$ cat config.mk
export PLATFORM = sky130hd
export DESIGN_NAME = parity_arq_ctrl
export DESIGN_NICKNAME = d
export VERILOG_FILES = /design/src/rtl/parity_link_pkg.sv /design/src/rtl/parity_arq_ctrl_sat_counter.sv /design/src/rtl/parity_arq_ctrl.sv
export SDC_FILE = /design/constraint.sdc
export NUM_CORES = 1
export LEC_CHECK = 0
export CORE_MARGIN = 2
export CORE_UTILIZATION = 35
export CTS_CLUSTER_DIAMETER = 80
export DETAILED_ROUTE_END_ITERATION = 8
export PLACE_DENSITY = 0.62
export SYNTH_ARGS = -nofsm -noshare
export SYNTH_HDL_FRONTEND = slang
export SYNTH_SLANG_ARGS = --single-unit
$ cat constraint.sdc
create_clock -name clk -period 4.05 [get_ports clk]
set_clock_uncertainty 0.05 [all_clocks]
set_input_delay 0.81 -clock clk [delete_from_list [all_inputs] [get_ports clk]]
set_output_delay 0.81 -clock clk [all_outputs]
set_load 0.005 [all_outputs]
$ cat src/rtl/parity_link_pkg.sv
// Shared types and constants for the parity link.
// FSM encoding, data/frame widths, parity bit position.
package parity_link_pkg;

  localparam int DATA_W  = 8;
  localparam int FRAME_W = 9;
  localparam int PAR_BIT = 0;

  typedef enum logic [1:0] {
    IDLE    = 2'd0,
    SEND    = 2'd1,
    DELIVER = 2'd2,
    FAIL    = 2'd3
  } arq_state_t;

endpackage

$ cat src/rtl/parity_arq_ctrl_sat_counter.sv
// Saturating up-counter used for link statistics.
// Ports: clk, rst_n, inc -> count (sticks at all-ones).
module sat_counter #(
  parameter int W = 8
) (
  input  logic         clk,
  input  logic         rst_n,
  input  logic         inc,
  output logic [W-1:0] count
);

  always_ff @(posedge clk or negedge rst_n) begin
    if (!rst_n)
      count <= '0;
    else if (inc && (count != {W{1'b1}}))
      count <= count + 1'b1;
  end

endmodule

$ cat src/rtl/parity_arq_ctrl.sv
// ARQ controller: sends a byte, retries on parity error, delivers or drops.
// Ports: in_* request handshake, tx_* to sender, rx_* from receiver, out_* downstream, fail/stats.
import parity_link_pkg::*;

module parity_arq_ctrl #(
  parameter int MAX_RETRY = 3,
  parameter int CNT_W     = 8
) (
  input  logic               clk,
  input  logic               rst_n,
  input  logic               in_valid,
  input  logic [DATA_W-1:0]  in_data,
  output logic               in_ready,
  output logic [DATA_W-1:0]  tx_data,
  output logic               tx_valid,
  output logic [2:0]         tx_attempt,
  input  logic [FRAME_W-1:0] rx_data,
  input  logic               rx_error,
  output logic               out_valid,
  output logic [DATA_W-1:0]  out_data,
  input  logic               out_ready,
  output logic               fail,
  output logic [CNT_W-1:0]   err_count,
  output logic [CNT_W-1:0]   drop_count
);

  localparam logic [2:0] MAX_A = 3'(MAX_RETRY);

  arq_state_t        state_q, state_d;
  logic [DATA_W-1:0] byte_q, byte_d;
  logic [DATA_W-1:0] out_q, out_d;
  logic [2:0]        att_q, att_d;
  logic              err_inc, drop_inc;

  // Parity is already judged by the receiver.
  logic unused_par;
  assign unused_par = rx_data[PAR_BIT];

  always_ff @(posedge clk or negedge rst_n) begin
    if (!rst_n) begin
      state_q <= IDLE;
      byte_q  <= '0;
      out_q   <= '0;
      att_q   <= '0;
    end else begin
      state_q <= state_d;
      byte_q  <= byte_d;
      out_q   <= out_d;
      att_q   <= att_d;
    end
  end

  always_comb begin
    state_d   = state_q;
    byte_d    = byte_q;
    out_d     = out_q;
    att_d     = att_q;
    err_inc   = 1'b0;
    drop_inc  = 1'b0;
    in_ready  = 1'b0;
    tx_valid  = 1'b0;
    out_valid = 1'b0;
    fail      = 1'b0;
    unique case (state_q)
      IDLE: begin
        in_ready = 1'b1;
        if (in_valid) begin
          byte_d  = in_data;
          att_d   = '0;
          state_d = SEND;
        end
      end
      SEND: begin
        tx_valid = 1'b1;
        if (!rx_error) begin
          out_d   = rx_data[FRAME_W-1:PAR_BIT+1];
          state_d = DELIVER;
        end else begin
          err_inc = 1'b1;
          if (att_q == MAX_A) begin
            drop_inc = 1'b1;
            state_d  = FAIL;
          end else begin
            att_d = att_q + 3'd1;
          end
        end
      end
      DELIVER: begin
        out_valid = 1'b1;
        if (out_ready)
          state_d = IDLE;
      end
      FAIL: begin
        fail    = 1'b1;
        state_d = IDLE;
      end
    endcase
  end

  assign tx_data    = byte_q;
  assign tx_attempt = att_q;
  assign out_data   = out_q;

  sat_counter #(.W(CNT_W)) u_err_cnt (
    .clk   (clk),
    .rst_n (rst_n),
    .inc   (err_inc),
    .count (err_count)
  );

  sat_counter #(.W(CNT_W)) u_drop_cnt (
    .clk   (clk),
    .rst_n (rst_n),
    .inc   (drop_inc),
    .count (drop_count)
  );

endmodule

==> summary by stage <==
Synthesis
Synthesis inferred 37 register bits. The net count after synthesis is 162. The count of distinct cell types in the synthesized netlist is 37. In the post-synthesis netlist, the biggest area contributors are dfrtp_1 (54%), mux2_2 (15%), ha_1 (2.9%), nand2_1 (2.4%), xnor2_1 (2.1%). The fraction of registers with async set or reset after synthesis is 1.00. The cell type with the highest aggregate area in the netlist is dfrtp_1.

The cell area after technology mapping is 1700 um^2. Of the synthesized area, sequential elements account for 0.545. For this run, the leading register cell type out of synthesis is dfrtp_1. Yosys mapped a number of flops with a built-in enable equal to 0. The average cell area after synthesis is 12.5 um^2. The Yosys step of the flow raised 0 warnings. Of the post-synthesis cell area, the dominant cell type holds 0.545. Synthesis produced 136 cells.

Worst setup path
The signal on the critical path passes through and2b_2 -> clkdlybuf4s50_1. The cell family with the largest share of critical-path delay is buffers and inverters. The data required time of the critical path is 3.19 ns.

The largest single stage delay on the critical path is 0.49 ns. The startpoint-to-endpoint class of the critical path is register to output port. The endpoint type of the worst setup path is an output port. The kind of launch point of the worst setup path is a register. The highest-delay cell along the critical path is clkdlybuf4s50_1. Of all nets on the critical path, the largest fanout is 5. Data on the critical path arrives at its endpoint at 1.49 ns. Counting both buffers and inverters, the worst setup path holds a total of 1.

Layout
The count of filler cells inserted in the layout is 421. The final-stage net count is 226. The final cell area excluding filler cells is 2430 um^2. The repair_antennas step left the layout with diodes totalling 0. The count of placed standard cells in the final layout, fillers left out is 254. The layout overhead on the synthesized area is 42.8%. Of the cells placed in the final design, the portion with a size suffix greater than 1 is 0.205.

CTS
In this run the clock root is driven by a clkbuf_8. The clock tree from TritonCTS is yes. The clock insertion delay at the later pin of the skew report is 0.29 ns. The H-tree level count is 2.

The TritonCTS sink count is 37. Gates resized during post-CTS repair numbered 0. After clock tree synthesis, the clock-pin slew on the worst setup and hold paths is 0.07 ns. The number of buffers on the longest clock path is 2. The number of buffers created by CTS is 5. In this run the post-CTS setup repair buffer count came out at 0. In this run, post-CTS hold repair placed 0 buffers.

STA
The tightest hold margin is 0.463 ns. Dividing the final minimum period by the clock period gives 0.581. The clock period minus worst slack is 2.35 ns.

Headroom to the max-slew limit came out at 0.446. The highest achievable clock rate is 425 MHz. Setup violations remaining at the end of the flow were counted as 0.

For the pin with the worst max-slew slack, the measured transition is 0.831 ns. The setup TNS after final layout is 0 ns. The final count of hold timing violations came to 0. The max-slew violation count came to 0. Setup repair after global routing left no endpoint under its margin.

After layout, the worst setup slack is 1.70 ns.

Power
The clock group share of total power is 0.172. Summed over all cells, the static leakage comes to 1.02 nW. The share of total power dissipated in combinational logic is 0.415. For this design the total switching power over the nets is 0.000444 W. IR analysis of the VDD net gives a maximum drop of 0.305 mV. Of the total power, the share spent switching nets is 0.296. The internal portion of the total power is 0.00105 W. The register share of total power is 0.412. The power density over the cells is 618 nW/um^2.

Detailed routing
The final wirelength is 3740 um. The DRC violation total after the first TritonRoute iteration is 40. The routed length per placed instance is 14.7 um. The via total after detailed routing is 1254. In the routed layout, each cell is associated on average with a via count of 4.94. The number of detailed-routing iterations run before antenna repair is 4.

In this run the remaining antenna-violating nets after routing total 0. The detailed-route DRC error count is 0.

Placed design
The congestion estimate from routability-driven global placement came to 0.766. The total half-perimeter wirelength after legalization and detailed placement is 2760 um. At the placement stage, the worst setup path has a slack of 1.41 ns.

The count of buffers added on input and output ports is 59. The number of placed instances, taps included, is 247. In this run the cell area measured after placement is 2340 um^2.

Flow run
Across the run, the number of max-cap violations was 0.

Die
61 I/O pins were placed. The floorplan step set the die width to 73.7 um. The initial utilization of the core area, before any placement, comes to 0.362. The placeable core region is 4690 um^2. The area of the die is 5430 um^2.

From bottom edge to top edge, the die measures 73.7 um. The floorplan row count is 25.

Global routing
The first-pass GRT wire length is 6270 um. The number of global-route vias before repair is 1302. The total routing resource utilization after global routing is 0.156.

The number of antenna violations at the first check in global routing came to 0. Summed over all layers, the global routing overflow is 0. Entering global routing, the biggest net connects 38 pins.

Run status
The run finished with clean final reports.

Worst hold path
The classification of the worst-slack hold path is register to register.
final timing paths:
kind / slack (ns) / startpoint / endpoint / cells after the start
setup reg to reg: 2.18 / tx_attempt[0]$_DFFE_PN0P_ / u_drop_cnt.count[7]$_DFFE_PN0P_ / 6
hold reg to reg: 0.46 / tx_data[5]$_DFFE_PN0P_ / tx_data[5]$_DFFE_PN0P_ / 1
hold / removal: 0.46 / tx_data[5]$_DFFE_PN0P_ / tx_data[5]$_DFFE_PN0P_ / 1
min in group asynchronous: 0.57 / rst_n / tx_attempt[0]$_DFFE_PN0P_ / 1
max in group asynchronous: 2.86 / rst_n / tx_data[3]$_DFFE_PN0P_ / 1
setup / recovery: 1.70 / state_q[0]$_DFFE_PN0P_ / out_valid / 2
synthesized netlist by cell type (2+ instances only):
master / n
dfrtp_1: 37
nor2_1: 6
xor2_1: 2
nand2b_1: 3
mux2i_1: 2
ha_1: 4
a21oi_1: 3
a22o_1: 3
o21ai_0: 3
inv_1: 5
xnor2_1: 4
nand2_1: 11
nand3_1: 4
nor3_1: 5
mux2_2: 22
metrics by stage:
step	utilization	power, W
finish	0.517	0.00150
global route	0.517	0.00161
CTS	0.517	0.00153
detailed placement	0.499	0.00126
global placement	0.499	0.00123
floorplan	-	0.000876
registers in the layout (all words and copies together) (netlist names):
signal	cells
out_data	8
tx_data	8
u_drop_cnt.count	8
tx_attempt	3
u_err_cnt.count	8
state_q	2
area by class of cell:
| class | instances | area (um^2) | area share |
|---|---|---|---|
| sequential | 37 | 926 | 0.382 |
| multi-input combinational | 91 | 733 | 0.302 |
| timing repair buffer | 59 | 586 | 0.241 |
| clock buffer | 7 | 86.3 | 0.0356 |
| tap | 54 | 67.6 | 0.0278 |
| inverter | 6 | 27.5 | 0.0113 |
power groups by stage:
stage,logic [W],clock network [W],registers [W]
3_3_place_gp,0.000617,0,0.000611
5_1_grt,0.000684,0.000283,0.000639
2_1_floorplan,0.000262,0,0.000614
3_5_place_dp,0.000634,0,0.000622
6_report,0.000623,0.000258,0.000618
4_1_cts,0.000637,0.000269,0.000620
routing by layer:
metal	routed length [um]	share of wire	global-route usage	up-vias
met5	0	0	0	-
met4	76	0.020	0.0808	0
met3	282	0.075	0.0590	7
met2	1800	0.48	0.239	40
met1	1580	0.42	0.191	607
li1	-	-	-	600
cell usage in the layout (no fill, tap or decap), drive strengths merged, types with 2 or more instances in the layout:
| master | instances |
|---|---|
| a21oi | 3 |
| a22o | 3 |
| and2 | 2 |
| clkbuf | 7 |
| clkdlybuf4s50 | 58 |
| dfrtp | 37 |
| ha | 4 |
| inv | 5 |
| mux2 | 23 |
| mux2i | 2 |
| nand2 | 12 |
| nand2b | 4 |
| nand3 | 4 |
| nor2 | 7 |
| nor3 | 6 |
| o21ai | 4 |
| xnor2 | 4 |
| xor2 | 2 |
cells by family after synthesis:
logic type,after synthesis,share of synthesized area
muxes,25,0.164
buffers and inverters,8,0.0236
adders and majority gates,4,0.0295
xor gates and xnor gates,6,0.0309
DFF,37,0.545
and+or+nand+nor,42,0.150
AOI/OAI and AO/OA,14,0.0567
Note: power is estimated with default switching activity, not from simulation.
